`config.mk`:
```
export PLATFORM = sky130hd
export DESIGN_NAME = press_duration_classifier
export DESIGN_NICKNAME = d
export VERILOG_FILES = /design/src/rtl/press_duration_classifier.sv
export SDC_FILE = /design/constraint.sdc
export NUM_CORES = 1
export LEC_CHECK = 0
export CORE_UTILIZATION = 59
export DETAILED_ROUTE_END_ITERATION = 10
export PLACE_DENSITY = 0.87
export RECOVER_POWER = 50
export SETUP_SLACK_MARGIN = 0.5
export SLEW_MARGIN = 20
export SYNTH_ARGS = -nofsm -noshare
export SYNTH_HDL_FRONTEND = slang
export SYNTH_SLANG_ARGS = --single-unit
```
`constraint.sdc`:
```
create_clock -name clk -period 9.2 [get_ports clk]
set_clock_uncertainty 0.15 [all_clocks]
set_input_delay 1.84 -clock clk [delete_from_list [all_inputs] [get_ports clk]]
set_output_delay 1.84 -clock clk [all_outputs]
set_load 0.01 [all_outputs]
```
`src/rtl/press_duration_classifier.sv`:
```
// ============================================================================
// Module   : press_duration_classifier
// Purpose  : Times button presses from rise/fall pulses and classifies them as
//            glitch, short press or long press (with auto-repeat and release).
// Revision : 1.0 - initial release
// ============================================================================
`default_nettype none

module press_duration_classifier #(
   parameter int CNT_W        = 20,
   parameter int MIN_TICKS    = 1000,
   parameter int LONG_TICKS   = 500000,
   parameter int REPEAT_TICKS = 100000
) (
   input  logic             clk,
   input  logic             rst,
   input  logic             rise,
   input  logic             fall,
   output logic             short_press,
   output logic             long_press,
   output logic             repeat_tick,
   output logic             long_release,
   output logic             hold_active,
   output logic [CNT_W-1:0] press_len
);

   typedef enum logic [1:0] {
      S_IDLE      = 2'd0,
      S_PRESSED   = 2'd1,
      S_LONG_HELD = 2'd2
   } state_t;

   localparam logic [CNT_W-1:0] C_ONE     = CNT_W'(1);
   localparam logic [CNT_W-1:0] C_MIN     = CNT_W'(MIN_TICKS);
   localparam logic [CNT_W-1:0] C_LONG    = CNT_W'(LONG_TICKS);
   localparam logic [CNT_W-1:0] C_LONG_M1 = CNT_W'(LONG_TICKS - 1);
   localparam logic [CNT_W-1:0] C_REPEAT  = CNT_W'(REPEAT_TICKS);
   localparam logic [CNT_W-1:0] C_MAX     = '1;

   state_t           state_q, state_d;
   logic [CNT_W-1:0] cnt_q, cnt_d;
   logic [CNT_W-1:0] rep_cnt_q, rep_cnt_d;
   logic [CNT_W-1:0] press_len_q, press_len_d;
   logic             short_press_q, short_press_d;
   logic             long_press_q, long_press_d;
   logic             repeat_tick_q, repeat_tick_d;
   logic             long_release_q, long_release_d;
   logic             hold_active_q, hold_active_d;

   logic [CNT_W-1:0] cnt_sat_inc;
   logic [CNT_W-1:0] rep_inc;

   always_comb begin
      cnt_sat_inc    = (cnt_q == C_MAX) ? cnt_q : cnt_q + C_ONE;
      rep_inc        = rep_cnt_q + C_ONE;
      state_d        = state_q;
      cnt_d          = cnt_q;
      rep_cnt_d      = rep_cnt_q;
      press_len_d    = press_len_q;
      hold_active_d  = hold_active_q;
      short_press_d  = 1'b0;
      long_press_d   = 1'b0;
      repeat_tick_d  = 1'b0;
      long_release_d = 1'b0;

      case (state_q)
         S_IDLE: begin
            if (rise) begin
               state_d   = S_PRESSED;
               cnt_d     = C_ONE;
               rep_cnt_d = '0;
            end
         end
         S_PRESSED: begin
            if (fall) begin
               // Presses shorter than MIN_TICKS vanish without touching press_len.
               if (cnt_q >= C_MIN) begin
                  short_press_d = 1'b1;
                  press_len_d   = cnt_q;
               end
               state_d = S_IDLE;
            end else if (cnt_q == C_LONG_M1) begin
               cnt_d         = C_LONG;
               long_press_d  = 1'b1;
               hold_active_d = 1'b1;
               rep_cnt_d     = '0;
               state_d       = S_LONG_HELD;
            end else begin
               cnt_d = cnt_sat_inc;
            end
         end
         S_LONG_HELD: begin
            if (fall) begin
               long_release_d = 1'b1;
               press_len_d    = cnt_q;
               hold_active_d  = 1'b0;
               state_d        = S_IDLE;
            end else begin
               cnt_d = cnt_sat_inc;
               // Repeat timing runs on its own counter so it survives cnt saturating.
               if (rep_inc == C_REPEAT) begin
                  repeat_tick_d = 1'b1;
                  rep_cnt_d     = '0;
               end else begin
                  rep_cnt_d = rep_inc;
               end
            end
         end
         default: begin
            state_d       = S_IDLE;
            hold_active_d = 1'b0;
         end
      endcase
   end

   always_ff @(posedge clk) begin
      if (rst) begin
         state_q        <= S_IDLE;
         cnt_q          <= '0;
         rep_cnt_q      <= '0;
         press_len_q    <= '0;
         hold_active_q  <= 1'b0;
         short_press_q  <= 1'b0;
         long_press_q   <= 1'b0;
         repeat_tick_q  <= 1'b0;
         long_release_q <= 1'b0;
      end else begin
         state_q        <= state_d;
         cnt_q          <= cnt_d;
         rep_cnt_q      <= rep_cnt_d;
         press_len_q    <= press_len_d;
         hold_active_q  <= hold_active_d;
         short_press_q  <= short_press_d;
         long_press_q   <= long_press_d;
         repeat_tick_q  <= repeat_tick_d;
         long_release_q <= long_release_d;
      end
   end

   assign short_press  = short_press_q;
   assign long_press   = long_press_q;
   assign repeat_tick  = repeat_tick_q;
   assign long_release = long_release_q;
   assign hold_active  = hold_active_q;
   assign press_len    = press_len_q;

endmodule

`default_nettype wire

```
* Yosys cells after proc, flatten, opt, wreduce, memory -nomap -nowiden
Index checks and enable logic that the tools add are counted.
** Word-level totals
- Output and inout port bits :: 25
- ROM bits :: 0
- Latch bits :: 0
- Bits in registers :: 67
- Word-level logic and storage cells :: 70
- Memory bits (writable) :: 0
- Memories :: 0
** Operators by class
- Bitwise gates (word level) :: 4
- Equal/unequal tests :: 13
- $add $sub $neg :: 2
- Order comparisons :: 1
- Muxes and demuxes :: 29
- Shift operators :: 0
- Reduce and logical (&&, ||, !) cells :: 12
- $mul :: 0
- Divide/modulo/power cells :: 0
** Operators by type and width (count)
- two-way mux 20 bit :: 13
- one-hot mux 20 bit (3 select lines) :: 2
- adder 20 x 1 -> 20 bit, second input constant :: 2
- one-hot mux 20 bit (2 select lines) :: 1
- == test 20 x 17 -> 1 bit, second input constant :: 1
- == test 20 x 19 -> 1 bit, second input constant :: 1
- == test 20 bit, second input constant :: 1
- greater-or-equal comparator 20 x 10 -> 1 bit, second input constant :: 1
- inequality test 2 bit, second input constant :: 7
- AND reduction 4 bit :: 3
- OR reduction 3 bit :: 3
- two-way mux 2 bit :: 4
- two-way mux 1 bit :: 7
- one-hot mux 2 bit (3 select lines) :: 1
- AND reduction 5 bit :: 1
- NOT 1 bit :: 4
- inequality test 3 bit, second input constant :: 1
- one-hot mux 1 bit (3 select lines) :: 1
- AND reduction 3 bit :: 1
- nonzero test 3 bit :: 1
- == test 2 x 1 -> 1 bit, second input constant :: 1
- == test 2 bit, second input constant :: 1
- zero test 2 bit :: 1
- nonzero test 2 bit :: 1
- OR reduction 2 bit :: 1

* Longest topological paths before layout
- Word-level depth :: 5
- Depth in mapped cells :: 11
- Gate-level depth less buffers :: 9

* Worst setup path after synthesis
No wires, ideal clock.
- Path type :: input-to-reg
- From :: input fall
- To :: register rep_cnt_q[9]
- Setup time :: 0.059 ns
- Setup slack :: 5.727 ns
- Stages on the path :: 7
- Data arrival time :: 3.263 ns
- Required time :: 8.991 ns
- Path through :: o21ai_0 nand2_1 a211o_1 or2_2 clkbuf_1 nor4b_1 a221o_1
** On the way
- Longest elaborated chain between the ends :: 2
- Elaborated cells between the ends (all ways) :: 3
- Classes of those cells :: 2 x eq/ne; 1 x reduce/logical
** RTL lines
- from (decl) :: line 18 : input logic fall,
- inequality test 2 bit (no line)
- AND reduction 5 bit (no line) (*)
- to (signal assigned) :: line 130 : rep_cnt_q <= rep_cnt_d;
- to (decl) :: line 42 : logic [CNT_W-1:0] rep_cnt_q, rep_cnt_d;
Mark *: on every way between the ends. The rest lies on a longest branch, timed or not.
A chain may end at the register's enable or synchronous reset.

==> results.cfg <==
[synthesis]
synth_area_um2 = 3530
synth_seq_cells = 67
seq_area_frac_synth_pct = 37.9
synthTopCellsByCount = dfxtp_1, nor2_1, nand2_1
yosysWarningCount = 0
synth_top_area_share_pct = 37.9
synthArstFlopShare_pct = 0
yosysMostFrequentCell = dfxtp_1
synth_nets = 445
synth_top_cell_by_area = dfxtp_1
synth_ff_type = dfxtp_1
synthTopCellsByArea = dfxtp_1, nor2_1, mux2i_1, o21ai_0, a21oi_1
synth_cell_types = 56
synthCells = 433
syn_area_per_cell_um2 = 8.16
synth_edf_count = 0

[timing]
final.period_utilization_pct = 47.9
tightestPinTransition_ns = 2.32
final_hold_viol_count = 0
rsz0062_at_grt = false
tns_ns = 0
slew_violations = 53
slew_headroom_pct = -54.8
max_freq_ghz = 0.227
fin_ws_ns = 4.80
final-setup-viol-count = 0
min_period_ns = 4.40

[cts]
cts.clk_slew.worst_paths_ns = 0.07
cts_root_buffer = clkbuf_8
numCtsBuffers = 9
cts_tree = built
post_cts_resize_count = 0
clk_latency_ns = 0.35
cts_hold_buf = 0
postCtsSetupRepairBufs = 0
htreeDepth = 3
cts.sinks = 67
clk_path_buf_depth = 2

[global_routing]
grt_start_max_net_pins = 53
grt_overflow = 0
antenna_found_initial = 0
grt_use_total_pct = 28.9
use_met2_pct = 45.4
grt_pass1_vias = 2990
grt_use_met3_pct = 6.74
grtUsageMet1_pct = 37.9
grt_pass1_wl_um = 14200
busiest_layer = met2

[critical_path]
path_cells = clkbuf_1 > nor2b_1 > a221o_1
worstSetupEndpointType = register
slowest_stage = clkbuf_1
reg2reg_from = rep_cnt_q[5]
cp_top_family = buffers and inverters
ff2ff_path_depth = 7
rr_endpoint = rep_cnt_q[9]
critPathMaxStageDelay_ns = 1.62
cp.buffers_inverters = 1
critPathArrivalTime_ns = 4.48
start_kind = primary input
worst-path-max-fanout = 52
crit_required_ns = 9.28
crit_type = in -> reg
r2r_slack_ns = 5.78

[die]
die_x_um = 79.4
initial_core_util_pct = 62.7
rows = 27
core_area_um2 = 5640
die_h_um = 79.4
die_area_um2 = 6300
pin_count = 29

[power_and_ir_drop]
p_per_area_nw_per_um2 = 149
irDropWorstVdd_v = 0.000110
p_leak_nw = 1.45

[routing]
route.vias.total = 3317
wl_per_cell_um = 16.3
dr.pass1.iters = 7
vias_per_cell = 6.34
ant_nets = 0
drt-initial-drc-count = 341
wl_um = 8530
drc = 0

[place]
dp_slack_ns = 4.80
numPortBuffers = 28
place.gp.congestion = 0.921
place_inst = 507
hpwl_um = 5650

[worst_hold_path]
min-delay-start = hold_active
holdPathStages = 2
worstHoldPathType = reg -> reg
hold_end = hold_active

[layout]
multiInputGateArea_um2 = 2040
drive_gt1_share_pct = 7.10
diodes = 0
nets = 458
area_delta_synth_final_pct = 13.3
stdcell_count = 523
num-fill-cells = 449
regArea_um2 = 1340

[outcome]
status = finished with violations
violations = capacitance limit, slew limit

[job]
cap_violations = 1
## worst max path at each step
| stage | end | from | slack, ns | cells after the start |
|---|---|---|---|---|
| finish | rep_cnt_q[9] | rst | 4.80 | 3 |
| CTS | rep_cnt_q[9] | fall | 5.13 | 7 |
| global placement | rep_cnt_q[9] | fall | 4.89 | 7 |
| floorplan | rep_cnt_q[9] | fall | 5.73 | 7 |
| detailed placement | rep_cnt_q[9] | fall | 4.80 | 7 |
| global route | rep_cnt_q[9] | rst | 4.59 | 3 |
## cells by family (layout without fill, tap and decap cells)
| family | count (synthesis) | count (layout) | share of synthesized area, % |
|---|---|---|---|
| compound gates | 93 | 93 | 17.4 |
| buf+inv | 39 | 57 | 4.35 |
| flops | 67 | 67 | 37.9 |
| fa+ha+maj | 8 | 8 | 2.83 |
| xor+xnor | 12 | 12 | 2.97 |
| simple gates | 192 | 192 | 28.2 |
| mux | 22 | 22 | 6.27 |
## layout make-up
cell class | instances | share of cell area, %
multi-input cells | 327 | 51.0
flip-flops and latches | 67 | 33.5
repair buffers | 29 | 7.03
clock buffers | 11 | 3.53
well taps | 72 | 2.25
clock inverters | 5 | 1.53
inverters | 12 | 1.13
## cell usage in the layout, fill, tap and decap left out, drive strengths merged, types with 13 or more instances in the layout
cell type | netlist | final
a21oi | 22 | 22
nor2 | 65 | 65
dlygate4sd3 | 0 | 25
mux2i | 21 | 21
nand4 | 16 | 16
dfxtp | 67 | 67
o21ai | 25 | 25
nand3 | 16 | 16
inv | 12 | 13
nand2 | 26 | 26
## stage by stage
stage / cell area (µm²) / hold WS (ns) / util (%) / power [mW]
CTS: 4010 / 0.342 / 71.0 / 0.598
global placement: 3800 / 0.311 / 67.4 / 0.348
finish: 4000 / 0.327 / 71.0 / 0.595
floorplan: 3530 / 0.305 / - / 0.339
global route: 4000 / 0.371 / 71.0 / 0.618
detailed placement: 3800 / 0.328 / 67.4 / 0.350
## sequential cells by signal, summed over array words and instances, names as in the netlist
name,count
press_len,20
long_release,1
repeat_tick,1
state_q,2
long_press,1
rep_cnt_q,20
cnt_q,20
short_press,1
hold_active,1
## worst reg2reg max path, stage by stage (launching register included)
cell	delay (ns)
dfxtp_1	0.46
nand4_1	0.41
nor4_2	0.51
o2111ai_1	0.15
or4_4	0.55
a2111oi_4	0.63
nor2_2	0.11
a221o_1	0.34
## power by group
| group | internal [mW] | switching, mW | total (mW) |
|---|---|---|---|
| registers | 0.292 | 0.00259 | 0.294 |
| logic | 0.0153 | 0.0348 | 0.0501 |
| clock network | 0.134 | 0.117 | 0.251 |
| total | 0.441 | 0.154 | 0.595 |
## per-layer routing
metal	wire, µm	part of all wire, %
met5	0	0
met4	157	1.8
met3	609	7.1
met2	4020	47
met1	3750	44
No activity file was read; power rests on OpenSTA's default activity.
==> variant 1, RTL diff (same settings) <==
The 3 states of `state_t` get a one-hot encoding in 3 bits.
--- a/src/rtl/press_duration_classifier.sv
+++ b/src/rtl/press_duration_classifier.sv
@@ -24,10 +24,10 @@
    output logic [CNT_W-1:0] press_len
 );
 
-   typedef enum logic [1:0] {
-      S_IDLE      = 2'd0,
-      S_PRESSED   = 2'd1,
-      S_LONG_HELD = 2'd2
+   typedef enum logic [2:0] {
+      S_IDLE      = 3'b001,
+      S_PRESSED   = 3'b010,
+      S_LONG_HELD = 3'b100
    } state_t;
 
    localparam logic [CNT_W-1:0] C_ONE     = CNT_W'(1);
Function: no difference found for any inputs over 10 cycles, from zero or initial values and one cycle with rst high; not proved beyond that.
==> variant 1 against the unedited design <==
The flow still finishes with violations (max-capacitance violations, max-slew violations); synthesized area fell by 0.25%; sequential cell count is 1 higher; count of clock-buffer cells in the layout rose by 2; first-iteration DRC count shrank 7.6%; non-clock buffer count grew 2; worst setup slack worse by 0.14 ns; cell area rose by 0.22%; wire length shrank 6.0%; register-to-register slack improved by 0.07 ns; largest cell class unchanged; highest routed layer unchanged.
Power is not compared: it rests on default switching activity, and its combinational part moved more than twofold at a synthesized area within 25%.
==> variant 1: results (changes against the unedited design) <==
Synth top cells by count dfxtp_1 (68), nor2_1 (51), nand2_1 (29); Hold EP rep_cnt_q[19]$_SDFFE_PP0P_; FF+latch count 68 (+1.5%); vias in the first global route 2892 (-3.3%); dpl hpwl 5410 um (-4.3%); Rel. slew slack -9.75% (+45 points); reg2reg end cnt_q[4]$_SDFFE_PP0P_; WL final 8020 um (-6.0%); Worst Reg-to-Reg Cells 8 (+1); Critical Path End rep_cnt_q[2]$_SDFFE_PP0P_; total power 0.604 mW; CP Launch Point rst; comb_multi_in 320 (-2.1%); routability cong. 0.943 (+2.4%); status finished with violations; adder-cell share of the synthesized area 1.42% (-1.4 points); clk_buf instances 13 (+2); Hold Path Origin rep_cnt_q[19]$_SDFFE_PP0P_; vias per cell 6.33 (-0.19%); max-cap viol count 1 (unchanged); Synth cell types 63 (+13%); Max stage delay on crit path 1.18 ns (-0.44 ns); syn_nets 432 (-2.9%); Hold Path Depth 1 (-1); final-report max-slew violation count 39 (-26%); crit path max-delay cell type clkbuf_1; invs w/o clock 8 (-4); hold slack final 0.331 ns (+0.00462 ns); fraction of layout cells with a size suffix above 1 9.71% (+2.6 points); sequential share of cell area 33.9% (+0.43 points); crit path DAT 4.63 ns (+0.15 ns); CP Max Fanout 38 (-27%); NonClk Buf Share 7.45% (+0.42 points); first-iteration detailed-routing DRC count 315 (-7.6%); post-synthesis mux area share 5.68% (-0.59 points); # fillers 445 (-0.89%); leading post-synthesis cells by cell area dfxtp_1 (39%), mux2i_1 (5.7%), nor2_1 (5.4%), nand4_1 (3.5%), a21oi_1 (3.4%); r2r startpoint cnt_q[0]$_SDFFE_PP0P_; gr usage total 27.4% (-1.5 points); placed cell count 499 (-1.6%); Seq/Total Area, Yosys 38.6% (+0.66 points); failing checks max-capacitance violations, max-slew violations; Compound-Gate Fraction of Synth Area 18.1% (+0.68 points); syn avg cell area 8.32 um2 (+1.9%); fraction of area in multi-input gates 50.0% (-1.1 points); router iterations before antenna repair 5 (-2); Clock Network Area Fraction 5.68% (+0.61 points); XOR/XNOR Fraction of Synth Area 3.23% (+0.26 points); nets@finish 446 (-2.6%); first-pass GRT wire length 13500 um (-4.9%)
[variant 1: per-stage QoR]
| step | worst slack [ns] | area [um2] |
|---|---|---|
| 4_1_cts | 4.85 | 4010 |
| 3_3_place_gp | 4.61 | 3790 |
| 5_1_grt | 4.39 | 4010 |
| 6_report | 4.66 | 4010 |
| 2_1_floorplan | 5.67 | 3530 |
| 3_5_place_dp | 4.52 | 3790 |
[variant 1: worst max-delay path, delay by kind of cell]
family                 cells  cell delay (ns)
buffers and inverters      3             1.97
AND/OR/NAND/NOR            1             0.13
AO/OA/AOI/OAI              3             0.69
[variant 1: logic make-up after synthesis]
family / Yosys count
compound gates: 97
xor+xnor: 13
fa+ha+maj: 4
buf+inv: 36
flops: 68
mux: 20
simple gates: 186
[variant 1: metal layers]
metal  GRT usage [%]  up-vias  wire length, um
li1                -     1596                -
met2            42.8      122             3530
met4            10.9        0              185
met1            36.3     1519             3850
met3            6.32       23              456
met5               0        -                0
==> variant 2, RTL diff (same settings) <==
Without the edit above. Set the parameter `CNT_W` to 22 (it was 20).
--- a/src/rtl/press_duration_classifier.sv
+++ b/src/rtl/press_duration_classifier.sv
@@ -7,7 +7,7 @@
 `default_nettype none
 
 module press_duration_classifier #(
-   parameter int CNT_W        = 20,
+   parameter int CNT_W        = 22,
    parameter int MIN_TICKS    = 1000,
    parameter int LONG_TICKS   = 500000,
    parameter int REPEAT_TICKS = 100000
Ports: changed (resized press_len); port bits go from 29 to 31. No check against the original RTL was run, so the function may have changed too.
==> variant 2 against the unedited design <==
The flow still finishes with violations (max-capacitance violations, max-slew violations); synthesized area grew 11%; sequential power grew 8.8%; utilization shrank 2.0 points; sequential cell count grew 6; power grew 7.8%; cell area grew 10%; wire length grew 11%; worst setup slack lost 0.20 ns; die area grew 10%; final cell count grew 12%; sequential share of layout area shrank 0.34 points.
==> variant 2: results (changes against the unedited design) <==
Clock Power Share 41.3% (-0.8 points); fraction of layout cells with a size suffix above 1 6.46% (-0.64 points); Net Sw Power 0.165 mW (+6.8%); PostCTS Resize Cnt 0 (unchanged); syn_nets 506 (+14%); routability cong. 0.932 (+1.3%); port bufs 30 (+7.1%); XOR/XNOR Fraction of Synth Area 0.224% (-2.7 points); first-pass GRT wire length 16000 um (+13%); WL final 9490 um (+11%); worst vdd ir 118 uV (+7.1%); leading post-synthesis cells by cell area dfxtp_1 (37%), nor2_1 (5.8%), mux2i_1 (5.6%), a21oi_1 (4.5%), nand2_1 (4.1%); CP delay by family, top buffers and inverters; worst-case clock buffer depth 2 (unchanged); Max stage delay on crit path 2.17 ns (+0.55 ns); worst hold path type reg -> reg; LEAKAGE 1.48 nW (+2.0%); Vias 3884 (+17%); nets@finish 517 (+13%); adder-cell share of the synthesized area 2.24% (-0.59 points); vias in the first global route 3448 (+15%); status finished with violations; Synth top cells by count dfxtp_1 (73), nor2_1 (60), nand2_1 (43); max-cap viol count 1 (unchanged); # fillers 496 (+10%); syn avg cell area 7.89 um2 (-3.3%); gr usage total 27.8% (-1.0 points); router iterations before antenna repair 6 (-1); Compound-Gate Fraction of Synth Area 21.3% (+3.9 points); Synth warnings 0 (unchanged); failing checks max-capacitance violations, max-slew violations; CP Max Fanout 74 (+42%); Synth cell types 50 (-11%); Seq/Total Area, Yosys 37.4% (-0.55 points); placed cell count 572 (+13%); total sequential power 0.320 mW (+8.8%); Post-CTS Setup Inserts 0 (unchanged); dpl hpwl 6240 um (+10%); initial antenna violation count 0 (unchanged); final-report max-slew violation count 75 (+42%); Ant. Diodes 0 (unchanged); largest net degree at the start of global routing 75 (+42%); post-synthesis mux area share 5.64% (-0.63 points); crit path DAT 4.71 ns (+0.23 ns); Rel. slew slack -107% (-52 points); first-iteration detailed-routing DRC count 437 (+28%); drt wl/cell 16.1 um (-1.1%)
[variant 2: layout make-up]
class	count	area share (%)
Clock buffer	11	3.44
Clock inverter	5	1.42
Inverter	13	1.11
Multi-Input combinational cell	375	51.4
Sequential cell	73	33.2
Tap cell	77	2.19
Timing Repair Buffer	34	7.30
[variant 2: per-layer routing]
metal | vias up | global-route usage (%) | wire [um]
met3 | 22 | 6.96 | 810
met1 | 1813 | 36.8 | 4160
met2 | 215 | 44.1 | 4350
li1 | 1834 | - | -
met4 | 0 | 9.87 | 165
met5 | - | 0 | 0
[variant 2: worst paths after layout]
kind              depth (start not counted)                         end                        from  slack, ns
setup / recovery                          6   rep_cnt_q[7]$_SDFFE_PP0P_                         rst       4.59
hold reg to reg                           2  press_len[16]$_SDFFE_PP0P_  press_len[16]$_SDFFE_PP0P_       0.34
setup reg to reg                          9      cnt_q[10]$_SDFFE_PP0P_     state_q[0]$_SDFFE_PP0P_       5.92
hold / removal                            2  press_len[16]$_SDFFE_PP0P_  press_len[16]$_SDFFE_PP0P_       0.34
[variant 2: cells by family after synthesis]
| family | Yosys count |
|---|---|
| AO/OA/AOI/OAI | 128 |
| XOR/XNOR | 1 |
| adder cells (fa/ha/maj) | 7 |
| buffers and inverters | 47 |
| flip-flops | 73 |
| multiplexers | 22 |
| AND/OR/NAND/NOR | 217 |
[variant 2: stage by stage]
step | cell area (um2) | total power [mW] | setup WS, ns
2_1_floorplan | 3910 | 0.370 | 5.38
3_3_place_gp | 4200 | 0.382 | 4.64
3_5_place_dp | 4200 | 0.383 | 4.58
4_1_cts | 4410 | 0.644 | 4.97
5_1_grt | 4410 | 0.664 | 4.27
6_report | 4410 | 0.642 | 4.59
